File: src/rtl/rv32i_types.sv
// Shared RV32I core types: the common-data-bus broadcast record and the default
// number of functional units that share it.
package rv32i_types;

    localparam int NUM_FU_DEFAULT = 4;
    localparam int ROB_IDX_W      = 6;

    typedef struct packed {
        logic                 ready;
        logic [ROB_IDX_W-1:0] rob_idx;
        logic [4:0]           rd;
        logic [31:0]          result;
    } cdb_t;

    // Index wrap for a circular scan; idx is never more than 2*n-2.
    function automatic int rr_wrap(input int idx, input int n);
        return (idx >= n) ? idx - n : idx;
    endfunction

endpackage

File: src/rtl/rr_priority_pick.sv
// Purely combinational round-robin picker: scans the request vector upward from
// ptr with wrap and returns a one-hot grant for the first requester found.
module rr_priority_pick
    import rv32i_types::*;
#(
    parameter  int N  = NUM_FU_DEFAULT,
    localparam int PW = $clog2(N)
) (
    input  logic [N-1:0]  req,
    input  logic [PW-1:0] ptr,
    output logic [N-1:0]  gnt
);

    logic found;

    always_comb begin
        gnt   = '0;
        found = 1'b0;
        for (int k = 0; k < N; k++) begin
            for (int i = 0; i < N; i++) begin
                if (!found && req[i] && (i == rr_wrap(int'(ptr) + k, N))) begin
                    gnt[i] = 1'b1;
                end
            end
            found = found | (|gnt);
        end
    end

endmodule

File: src/rtl/cdb_arbiter.sv
// Common-data-bus arbiter: grants one functional unit per cycle round-robin and
// registers the winner's broadcast; losers are stalled and hold their data.
module cdb_arbiter
    import rv32i_types::*;
#(
    parameter  int NUM_FU = NUM_FU_DEFAULT,
    localparam int IDW    = $clog2(NUM_FU)
) (
    input  logic              clk,
    input  logic              rst,
    input  cdb_t              fu_cdb [NUM_FU],
    input  logic              flush,
    output logic [NUM_FU-1:0] fu_stall,
    output cdb_t              cdb_out,
    output logic [IDW-1:0]    grant_id,
    output logic [31:0]       conflict_cnt
);

    logic [NUM_FU-1:0] req;
    logic [NUM_FU-1:0] gnt;
    logic [IDW-1:0]    gnt_idx;
    cdb_t              cdb_sel;

    cdb_t              cdb_out_q,      cdb_out_d;
    logic [IDW-1:0]    grant_id_q,     grant_id_d;
    logic [IDW-1:0]    rr_ptr_q,       rr_ptr_d;
    logic [31:0]       conflict_cnt_q, conflict_cnt_d;

    // Flush and reset both mask every request, so nothing is granted or stalled.
    always_comb begin
        req = '0;
        for (int i = 0; i < NUM_FU; i++) begin
            req[i] = fu_cdb[i].ready & ~flush & ~rst;
        end
    end

    rr_priority_pick #(.N(NUM_FU)) u_pick (
        .req (req),
        .ptr (rr_ptr_q),
        .gnt (gnt)
    );

    always_comb begin
        gnt_idx = '0;
        cdb_sel = '0;
        for (int i = 0; i < NUM_FU; i++) begin
            if (gnt[i]) begin
                gnt_idx = IDW'(i);
                cdb_sel = fu_cdb[i];
            end
        end
    end

    assign fu_stall = req & ~gnt;

    always_comb begin
        cdb_out_d       = cdb_sel;
        cdb_out_d.ready = |gnt;
        grant_id_d      = gnt_idx;
        rr_ptr_d        = rr_ptr_q;
        if (|gnt) begin
            rr_ptr_d = (gnt_idx == IDW'(NUM_FU - 1)) ? '0 : gnt_idx + IDW'(1);
        end
        conflict_cnt_d = conflict_cnt_q + ((|fu_stall) ? 32'd1 : 32'd0);
    end

    always_ff @(posedge clk) begin
        if (rst) begin
            cdb_out_q      <= '0;
            grant_id_q     <= '0;
            rr_ptr_q       <= '0;
            conflict_cnt_q <= '0;
        end else begin
            cdb_out_q      <= cdb_out_d;
            grant_id_q     <= grant_id_d;
            rr_ptr_q       <= rr_ptr_d;
            conflict_cnt_q <= conflict_cnt_d;
        end
    end

    assign cdb_out      = cdb_out_q;
    assign grant_id     = grant_id_q;
    assign conflict_cnt = conflict_cnt_q;

endmodule

File: config.mk
export PLATFORM = sky130hd
export DESIGN_NAME = cdb_arbiter
export DESIGN_NICKNAME = d
export VERILOG_FILES = /design/src/rtl/rv32i_types.sv /design/src/rtl/rr_priority_pick.sv /design/src/rtl/cdb_arbiter.sv
export SDC_FILE = /design/constraint.sdc
export NUM_CORES = 1
export LEC_CHECK = 0
export ABC_AREA = 1
export BUFFER_PORTS_ARGS = -buffer_cell sky130_fd_sc_hd__buf_2
export CORE_MARGIN = 4
export CORE_UTILIZATION = 42
export DETAILED_ROUTE_END_ITERATION = 10
export GPL_TIMING_DRIVEN = 0
export PLACE_DENSITY = 0.8
export SETUP_SLACK_MARGIN = 0.05
export SYNTH_ARGS = -nofsm -noshare
export SYNTH_HDL_FRONTEND = slang
export SYNTH_SLANG_ARGS = --single-unit
File: constraint.sdc
create_clock -name clk -period 4.2 [get_ports clk]
set_input_delay 0.42 -clock clk [delete_from_list [all_inputs] [get_ports clk]]
set_output_delay 0.42 -clock clk [all_outputs]
set_load 0.005 [all_outputs]
Word-level counts from Yosys, hierarchy flattened
Cells that the tools add are included.
{"block": "word_totals", "wordCells": 116, "reg_bits": 80, "out_inout_bits": 82}
{"block": "op_classes", "n_eq_ne": 13, "bitwise_logic": 14, "n_lt_le_gt_ge": 4, "addsub": 9, "n_reduce_logical": 40, "n_mux": 29}
{"op": "== test 3 x 32 -> 1 bit, first input constant", "count": 8}
{"op": "2-to-1 mux 43 bit", "count": 4}
{"op": "== test 2 x 32 -> 1 bit, first input constant", "count": 4}
{"op": "logical NOT 32 bit", "count": 4}
{"op": "2-to-1 mux 32 bit", "count": 4}
{"op": ">= comparator 32 x 4 -> 1 bit, second input constant", "count": 3}
{"op": "subtractor 32 x 4 -> 32 bit, second input constant", "count": 3}
{"op": "adder 32 x 1 -> 32 bit", "count": 1}
{"op": "logical AND 1 bit", "count": 28}
{"op": "OR reduction 4 bit", "count": 5}
{"op": "2-to-1 mux 1 bit", "count": 18}
{"op": "AND 1 bit", "count": 8}
{"op": "adder 2 x 2 -> 3 bit, second input constant", "count": 2}
{"op": "2-to-1 mux 2 bit", "count": 3}
{"op": "AND 4 bit", "count": 1}
{"op": "inverter 4 bit", "count": 1}
{"op": "subtractor 2 x 3 -> 4 bit, second input constant", "count": 1}
{"op": "adder 2 x 1 -> 3 bit, second input constant", "count": 1}
{"op": ">= comparator 2 x 3 -> 1 bit, second input constant", "count": 1}
{"op": "logical NOT 1 bit", "count": 3}
{"op": "adder 2 x 1 -> 2 bit, second input constant", "count": 1}
{"op": "== test 2 bit, second input constant", "count": 1}
{"op": "inverter 1 bit", "count": 2}
{"op": "OR 1 bit", "count": 2}

Longest topological paths before layout
Gate-level depths: netlist (run 1).
{"block": "depth", "word_depth": 27, "ltp_mapped": 29, "depth_no_buf": 29}

Hierarchy
A second synthesis (run 1) with hierarchy kept.
{"block": "hier_totals", "hier_cells": 682, "hier_area_um2": 4613.2}
{"module": "cdb_arbiter", "area_per_inst_um2": 4249.1, "n_inst": 1, "cells_per_inst": 623}
{"module": "rr_priority_pick", "area_per_inst_um2": 364.1, "n_inst": 1, "cells_per_inst": 59}

Worst setup path before layout (run 1)
OpenSTA, ideal clock, no wires.
{"block": "synth_timing", "kind": "input-to-reg", "start": "input port rst", "end": "register conflict_cnt_q[30], in the netlist conflict_cnt[30]", "slack_ps": 781, "t_arrival_ps": 3341, "n_path_buf": 0, "cell_stages": 28, "path_cell_list": "nor2_4 nand3_1 nand2_1 nor2_2 nand2_1 nand2_2 nor2_1 nand2_1 nor2_2 nor2_4 nand3_1 nand2_2 inv_1 nand2_1 nand4_1 ha_1 nand2_2 nor3b_4 nand2_2 nor2_4 nand2_2 nor2_4 nand2_2 nor3_4 nand3_2 nor3_2 a21oi_1 nor3_1"}
{"block": "synth_via", "elab_chain_len": 26}
{"element": "start, declared", "line_no": "cdb_arbiter.sv:10", "source": "input logic rst,"}
{"element": "inverter 1 bit", "line_no": "cdb_arbiter.sv:33", "source": "req[i] = fu_cdb[i].ready & ~flush & ~rst;"}
{"element": "AND 1 bit", "line_no": "cdb_arbiter.sv:33"}
{"element": "logical AND 1 bit", "line_no": "rr_priority_pick.sv:21", "source": "if (!found && req[i] && (i == rr_wrap(int'(ptr) + k, N))) begin"}
{"element": "2-to-1 mux 1 bit", "line_no": "rr_priority_pick.sv:21"}
{"element": "OR reduction 4 bit", "line_no": "rr_priority_pick.sv:25", "source": "found = found | (|gnt);"}
{"element": "logical NOT 1 bit", "line_no": "rr_priority_pick.sv:21"}
{"element": "logical AND 1 bit (2 in series)", "line_no": "rr_priority_pick.sv:21"}
{"element": "2-to-1 mux 1 bit", "line_no": "rr_priority_pick.sv:21"}
{"element": "[8 not listed]"}
{"element": "logical NOT 1 bit", "line_no": "rr_priority_pick.sv:21"}
{"element": "logical AND 1 bit (2 in series)", "line_no": "rr_priority_pick.sv:21"}
{"element": "2-to-1 mux 1 bit", "line_no": "rr_priority_pick.sv:21"}
{"element": "inverter 4 bit", "line_no": "cdb_arbiter.sv:54", "source": "assign fu_stall = req & ~gnt;"}
{"element": "AND 4 bit", "line_no": "cdb_arbiter.sv:54"}
{"element": "OR reduction 4 bit", "line_no": "cdb_arbiter.sv:64", "source": "conflict_cnt_d = conflict_cnt_q + ((|fu_stall) ? 32'd1 : 32'd0);"}
{"element": "2-to-1 mux 1 bit", "line_no": "cdb_arbiter.sv:64"}
{"element": "adder 32 x 1 -> 32 bit", "line_no": "cdb_arbiter.sv:64"}
{"element": "end signal, assigned", "line_no": "cdb_arbiter.sv:77", "source": "conflict_cnt_q <= conflict_cnt_d;"}
{"element": "end, declared", "line_no": "cdb_arbiter.sv:27", "source": "logic [31:0] conflict_cnt_q, conflict_cnt_d;"}
Several ways; a longest one is shown, not always the timed one.
A chain may end at the register's enable or synchronous reset.

Worst setup path in the final report (run 1)
{"block": "layout_timing", "start": "register rr_ptr_q[1]", "end": "register conflict_cnt_q[30], in the netlist conflict_cnt[30]"}
{"block": "layout_via", "elab_chain_len": 27}
{"element": "start, declared", "line_no": "cdb_arbiter.sv:26", "source": "logic [IDW-1:0] rr_ptr_q, rr_ptr_d;"}
{"element": "start signal, assigned", "line_no": "cdb_arbiter.sv:76", "source": "rr_ptr_q <= rr_ptr_d;"}
{"element": "parallel branches: the longest is 22 deep, another holds subtractor 32 x 4 -> 32 bit"}
{"element": "inverter 4 bit (*)", "line_no": "cdb_arbiter.sv:54"}
{"element": "AND 4 bit (*)", "line_no": "cdb_arbiter.sv:54"}
{"element": "OR reduction 4 bit (*)", "line_no": "cdb_arbiter.sv:64"}
{"element": "2-to-1 mux 1 bit (*)", "line_no": "cdb_arbiter.sv:64"}
{"element": "adder 32 x 1 -> 32 bit (*)", "line_no": "cdb_arbiter.sv:64"}
Every way passes the cells marked *.

==> impl_results.md, run 1 <==
- Status: completed
- NetSw: around 860 uW
- Die H: 105 microns
- Initial antenna violation count: 1
- R2R cell count: 29
- Fin crit period: 3960 ps
- Fill count: 822
- RePlAce Congestion: 0.950
- Area leader, netlist: dfxtp_1
- WL/cell: roughly 14 microns
- Num CTS Buffers: 9
- CTS tree: yes
- CP max FO: 5
- Routed Antenna Nets: 0
- Max-Cap Viols: 0
- Flops & latches, synth: 80
- Nets@finish: roughly 1000
- Max-slew violation count: 0
- Drt first-iter violations: ~200
- Cell family with most CP delay: simple AND/OR/NAND/NOR gates
- Worst Path Required: between 4000 and 5000 ps
- R2R setup slack: 240 ps
- Via density per instance: just under 5
- Worst path bufs/invs: 2
- DRC: 0
- Beginning of the worst hold path: fu_cdb[155]
- Core area: between 0.008 and 0.009 sq mm
- Final wirelength: 13900 microns
- Hpwl dp: 11300 microns
- Critical Path Source Type: flip-flop
- Share of power burned in registers: approximately two fifths
- GRT Util Overall: a little under a quarter
- Worst reg2reg endpoint: conflict_cnt[30]
- Standard-cell rows: 34
- Peak supply drop: about 0.00022 V
- Hold path depth: 3
- Die width: 105 microns
- Num ports: roughly 260
- Port Buf Inserts: 260
- Commonest cells after routing, fill and taps aside: buf_2, nand2_1, dfxtp_1
- Post-synth cell types: 33
- Critical path class: flip-flop to flip-flop
- Starting Density: 44.1%
- Crit path DAT: 4220 ps
- Hold Crit Class: input port to flip-flop
- Vias in the first global route: about 4500
- Yosys top cell area share: between 40% and 50%
- Leak: around 0.003 uW
- H-tree levels: 3
- TritonRoute pass-1 iters: 4
- Leading post-synthesis cells by cell area: dfxtp_1, nand2_1, nand4_1
- First-pass GRT wire length: roughly 21000 microns
- Pwr per Cell Area: about 430 mW/mm^2
- Setup violators final: 0
- Share of cells above drive strength 1: 40.0%
- RSZ-0062 raised after global routing: false
- Synthesized net count: 753
- Min Hold Slack: ~280 ps
- Max_slew headroom: between 60% and 70%
- Fin. Hold Viols: 0
- R2r startpoint: rr_ptr_q[1]
- Overflow after GRT: 0
- Max incr delay on CP: approximately 370 ps
- YS warnings: 0
- Number of synthesized flops with an enable pin: 0
- Ys flop type: dfxtp_1
- Clk slew on worst S/H paths: 90 ps
- Internal Power: about 1600 uW
- Sw frac: 35.0%
- Cell Area, Synth: between 0.003 and 0.004 sq mm
- Clk_skew: 13.1 ps
- Syn Area/Cell: a little under 7 sq um
- Area growth syn-to-layout: 46.0%
- Commonest non-fill, non-tap cell in the layout: buf_2
- Clock share of power: between 20% and 30%
- WHS Endpoint: cdb_out[23]
- Final Cycle Share: a little over nine tenths
- FFs w/ async S/R, synth: 0%
- Pin count of the biggest net entering global routing: 14
- Worst-case clock buffer depth: 2
- Power Total: between 2000 and 2500 uW
- Clock tree sinks: 80
- Achievable Freq: between 200 and 300 MHz
- Comb pwr share: between 30% and 40%
- Worst-Skew Late Latency: 340 ps
- DIE AREA: approximately 0.011 sq mm
- Worst-Margin Slew: between 500 and 600 ps
- Post-Synthesis Cells: 571
- Slowest CP cell: dfxtp_4
- Sum Neg Setup Slack: 0 ps
- Root Driver: clkbuf_8
- Crit. End Element: flip-flop
- Seq/Total Area, Yosys: 40.9%
- Via count: approximately 4700
-- tightest hold or removal path: stages --
cell and delay (ps):
buf_2 70, nand2_1 40, nand4_1 50
-- sequential cells by signal, indices dropped and copies added, names as in the netlist --
| signal | flops |
|---|---|
| grant_id | 2 |
| cdb_out | 44 |
| conflict_cnt | 32 |
| rr_ptr_q | 2 |
-- cell type report --
cell class / instances / area (sq um) / share of cell area, %
clock inverters: 4 / 28.8 / 0.503
diodes: 1 / 2.50 / 0.0438
plain buffers: 19 / 101 / 1.77
inverters: 61 / 229 / 4.00
multi-input cells: 411 / 2050 / 35.8
repair buffers: 276 / 1420 / 24.9
well taps: 108 / 135 / 2.36
clock buffers: 12 / 145 / 2.54
flip-flops and latches: 80 / 1610 / 28.1
-- synth_stat cells (3+ instances only) --
master,instances
dfxtp_1,80
nand2_1,223
buf_2,12
buf_4,4
inv_1,58
o21ai_0,10
a211oi_1,4
a21oi_1,20
nand3_1,10
nand4_1,49
o21a_1,4
ha_1,3
nand2_2,6
nor3_1,17
nand3_2,5
nor2_1,35
nor2_4,6
nor2_2,4
-- worst max path at each step --
stage          cells past startpoint         from          endpoint  slack [ps]
2_1_floorplan                     28          rst  conflict_cnt[30]         780
3_3_place_gp                      29          rst  conflict_cnt[30]         150
3_5_place_dp                      29          rst  conflict_cnt[30]          70
4_1_cts                           28  rr_ptr_q[0]  conflict_cnt[30]         210
5_1_grt                           29  rr_ptr_q[1]  conflict_cnt[30]         0.1
6_report                          29  rr_ptr_q[1]  conflict_cnt[30]         240
-- power groups by stage --
| stage | Combinational, uW | Clock (uW) | Sequential, uW |
|---|---|---|---|
| floorplan | 412 | 0 | 1080 |
| global placement | 878 | 0 | 1040 |
| detailed placement | 882 | 0 | 1050 |
| CTS | 884 | 527 | 1040 |
| global route | 1030 | 558 | 1060 |
| finish | 917 | 516 | 1040 |
-- per-layer routing --
layer | part of all wire (%) | wire length [microns] | global-route usage [%]
met1 | 39 | 5430 | 27.4
met2 | 50 | 6900 | 41.5
met3 | 9.3 | 1300 | 8.01
met4 | 2.2 | 303 | 7.78
met5 | 0 | 0 | 0
-- metrics by stage --
stage / instances / cell area [sq um] / setup WS, ps / utilization [%]
global route: 972 / 5720 / 0.131 / 64.3
detailed placement: 939 / 5350 / 67.5 / 60.2
floorplan: 571 / 3920 / 781 / -
finish: 972 / 5720 / 235 / 64.3
CTS: 955 / 5530 / 206 / 62.2
global placement: 939 / 5350 / 149 / 60.2
-- repair_timing --
item                                    CTS  global route
buffers inserted                          0            16
resized for setup                         0            18
hold buffers                              0             0
endpoints found under the setup margin    0             6
-- cells by family (layout without fill, tap and decap cells) --
group,after synthesis,after routing,share of synthesized area [%]
AND/OR/NAND/NOR,365,365,43.2
flip-flops,80,80,40.9
buffers and inverters,80,372,8.43
AO/OA/AOI/OAI,43,43,6.52
adder cells (fa/ha/maj),3,3,0.958
other,0,1,0
Power figures use the tool's default switching activity.
==> run 2, diff against run 1 <==
Settings changed: REMOVE_ABC_BUFFERS set to 1.
==> impl_results.md, run 2 (synthesis gave the netlist of run 1 again) <==
- Clock tree sinks: 80 (unchanged)
- Peak supply drop: 0.000286 V (+27%)
- Crit path DAT: 4260 ps (+40 ps)
- Final Cycle Share: 94.6% (+0.18 points)
- Final wirelength: 16900 microns (+21%)
- Critical Path Source Type: flip-flop
- Max incr delay on CP: 390 ps (+20 ps)
- Core area: 0.00889 sq mm (unchanged)
- Setup violators final: 0 (unchanged)
- Final instance area: 0.00601 sq mm (+5.1%)
- Via count: 5078 (+7.7%)
- Hold Crit Class: input port to flip-flop
- Crit. End Element: flip-flop
- Overflow after GRT: 0 (unchanged)
- Drt first-iter violations: 263 (+28%)
- Starting Density: 44.1% (unchanged)
- Port Buf Inserts: 260 (unchanged)
- Clk_skew: 12.6 ps (-0.509 ps)
- Pwr per Cell Area: 456 mW/mm^2 (+5.5%)
- Share of cells above drive strength 1: 43.4% (+3.5 points)
- CP most frequent cell: nor2_4
- Hpwl dp: 11300 microns (+0.13%)
- Placed Area: 0.00525 sq mm (-1.9%)
- CP max FO: 5 (unchanged)
- Seq. cell area: 0.00161 sq mm (+0.16%)
- WL/cell: 17.4 microns (+21%)
- Hold Buf Count CTS: 0 (unchanged)
- Num CTS Buffers: 9 (unchanged)
- Worst-Margin Slew: 1180 ps (+624 ps)
- TritonRoute pass-1 iters: 5 (+1)
- Achievable Freq: 252 MHz (-0.19%)
- Max_slew headroom: 21.6% (-42 points)
- Status: completed
- RSZ-0062 raised after global routing: true
- Final core occ: 67.6% (+3.3 points)
- CTS tree: yes
- Routed Antenna Nets: 0 (unchanged)
- Area of the multi-input gates: 0.00231 sq mm (+13%)
- Worst-case clock buffer depth: 2 (unchanged)
- Sum Neg Setup Slack: 0 ps (unchanged)
- Standard-cell rows: 34 (unchanged)
- RePlAce Congestion: 0.878 (-7.6%)
- Largest register FFs: 44 (unchanged)
- GRT Util Overall: 26.8% (+3.1 points)
- Pin count of the biggest net entering global routing: 47 (+33)
- Root Driver: clkbuf_8
- Nets@finish: 1038 (-0.19%)
- Initial antenna violation count: 6 (+5)
- DIE AREA: 0.0109 sq mm (unchanged)
- Die width: 105 microns (unchanged)
- Area growth syn-to-layout: 53.4%
- Leak: 0.00307 uW (+1.9%)
- Worst-Skew Late Latency: 360 ps (+20 ps)
- Fill count: 752 (-8.5%)
- Worst Path Required: 4490 ps (+30 ps)
- Slowest CP cell: dfxtp_4
- DRC: 0 (unchanged)
- Max-slew violation count: 0 (unchanged)
- Max-Cap Viols: 0 (unchanged)
- Fin. Hold Viols: 0 (unchanged)
- Fin crit period: 3970 ps (+7.54 ps)
- Vias in the first global route: 4737 (+6.3%)
- Commonest cells after routing, fill and taps aside: buf_2, nand2_1, dfxtp_1
- H-tree levels: 3 (unchanged)
- Commonest non-fill, non-tap cell in the layout: buf_2
- Via density per instance: 5.22 (+7.7%)
- Critical path class: flip-flop to flip-flop
- Num ports: 261 (unchanged)
- Die H: 105 microns (unchanged)
- First-pass GRT wire length: 23300 microns (+10%)
- Clk slew on worst S/H paths: 90 ps (about the same)
## run 2: cell count changes in the layout (fill, tap and decap cells not counted), moves of 3 or more
cell,previous run,this run
nand2_4,5,11
nor2_1,30,27
buf_4,20,25
inv_2,2,5
buf_2,272,259
nand3_4,1,5
nand2_1,223,211
nand2_2,3,12
nor2_2,7,4
inv_1,58,53
nor2_4,8,14
clkbuf_1,4,0
nand2_8,0,3
## run 2: worst max-delay path: cells and delay by family, from the launching register on
kind / cells / cell delay [ps]
AND/OR/NAND/NOR: 25 / 3140
adder cells (fa/ha/maj): 1 / 210
flip-flops: 1 / 390
AO/OA/AOI/OAI: 1 / 90
buffers and inverters: 1 / 70
## run 2: worst paths after layout
check | start | to | slack (ps) | cells after the start
min reg2reg | conflict_cnt[31] | conflict_cnt[31] | 500 | 1
min | fu_cdb[140] | cdb_out[8] | 260 | 3
max reg2reg | rr_ptr_q[1] | conflict_cnt[30] | 230 | 28
max | rr_ptr_q[1] | conflict_cnt[30] | 230 | 28
## run 2: metal layers
metal	track usage, %	up-vias	wire [microns]
li1	-	2435	-
met2	48.2	298	8550
met4	12.4	6	571
met1	26.9	2278	5830
met5	0	-	48
met3	11.5	61	1910
## run 2: cell type report
| cell class | instances | share of cell area, % |
|---|---|---|
| multi-input combinational | 419 | 38.4 |
| sequential | 80 | 26.8 |
| timing repair buffer | 285 | 24.9 |
| inverter | 61 | 3.89 |
| tap | 108 | 2.25 |
| clock buffer | 9 | 2.06 |
| clock inverter | 7 | 1.60 |
| antenna | 3 | 0.125 |
## run 2: per-stage QoR
stage               power [uW]  setup slack, ps  instances  hold WS (ps)
finish                    2740              228        972           256
global placement          1870             -452        920           470
global route              2880             16.5        972           264
CTS                       2590             90.4        941           244
floorplan                 1460              479        552           470
detailed placement        1900             -630        920           484
## run 2: where the power goes
| group | internal (uW) | switching, uW | total (uW) |
|---|---|---|---|
| clock network | 334 | 303 | 637 |
| logic | 421 | 627 | 1050 |
| registers | 975 | 79.8 | 1060 |
## run 2: repair_timing
| item | 4_1_cts | 5_1_grt |
|---|---|---|
| cloned | 4 | 4 |
| resized for setup | 8 | 58 |
| buffers inserted | 1 | 24 |
| endpoints found under the setup margin | 10 | 11 |
| pin swaps | 4 | 33 |
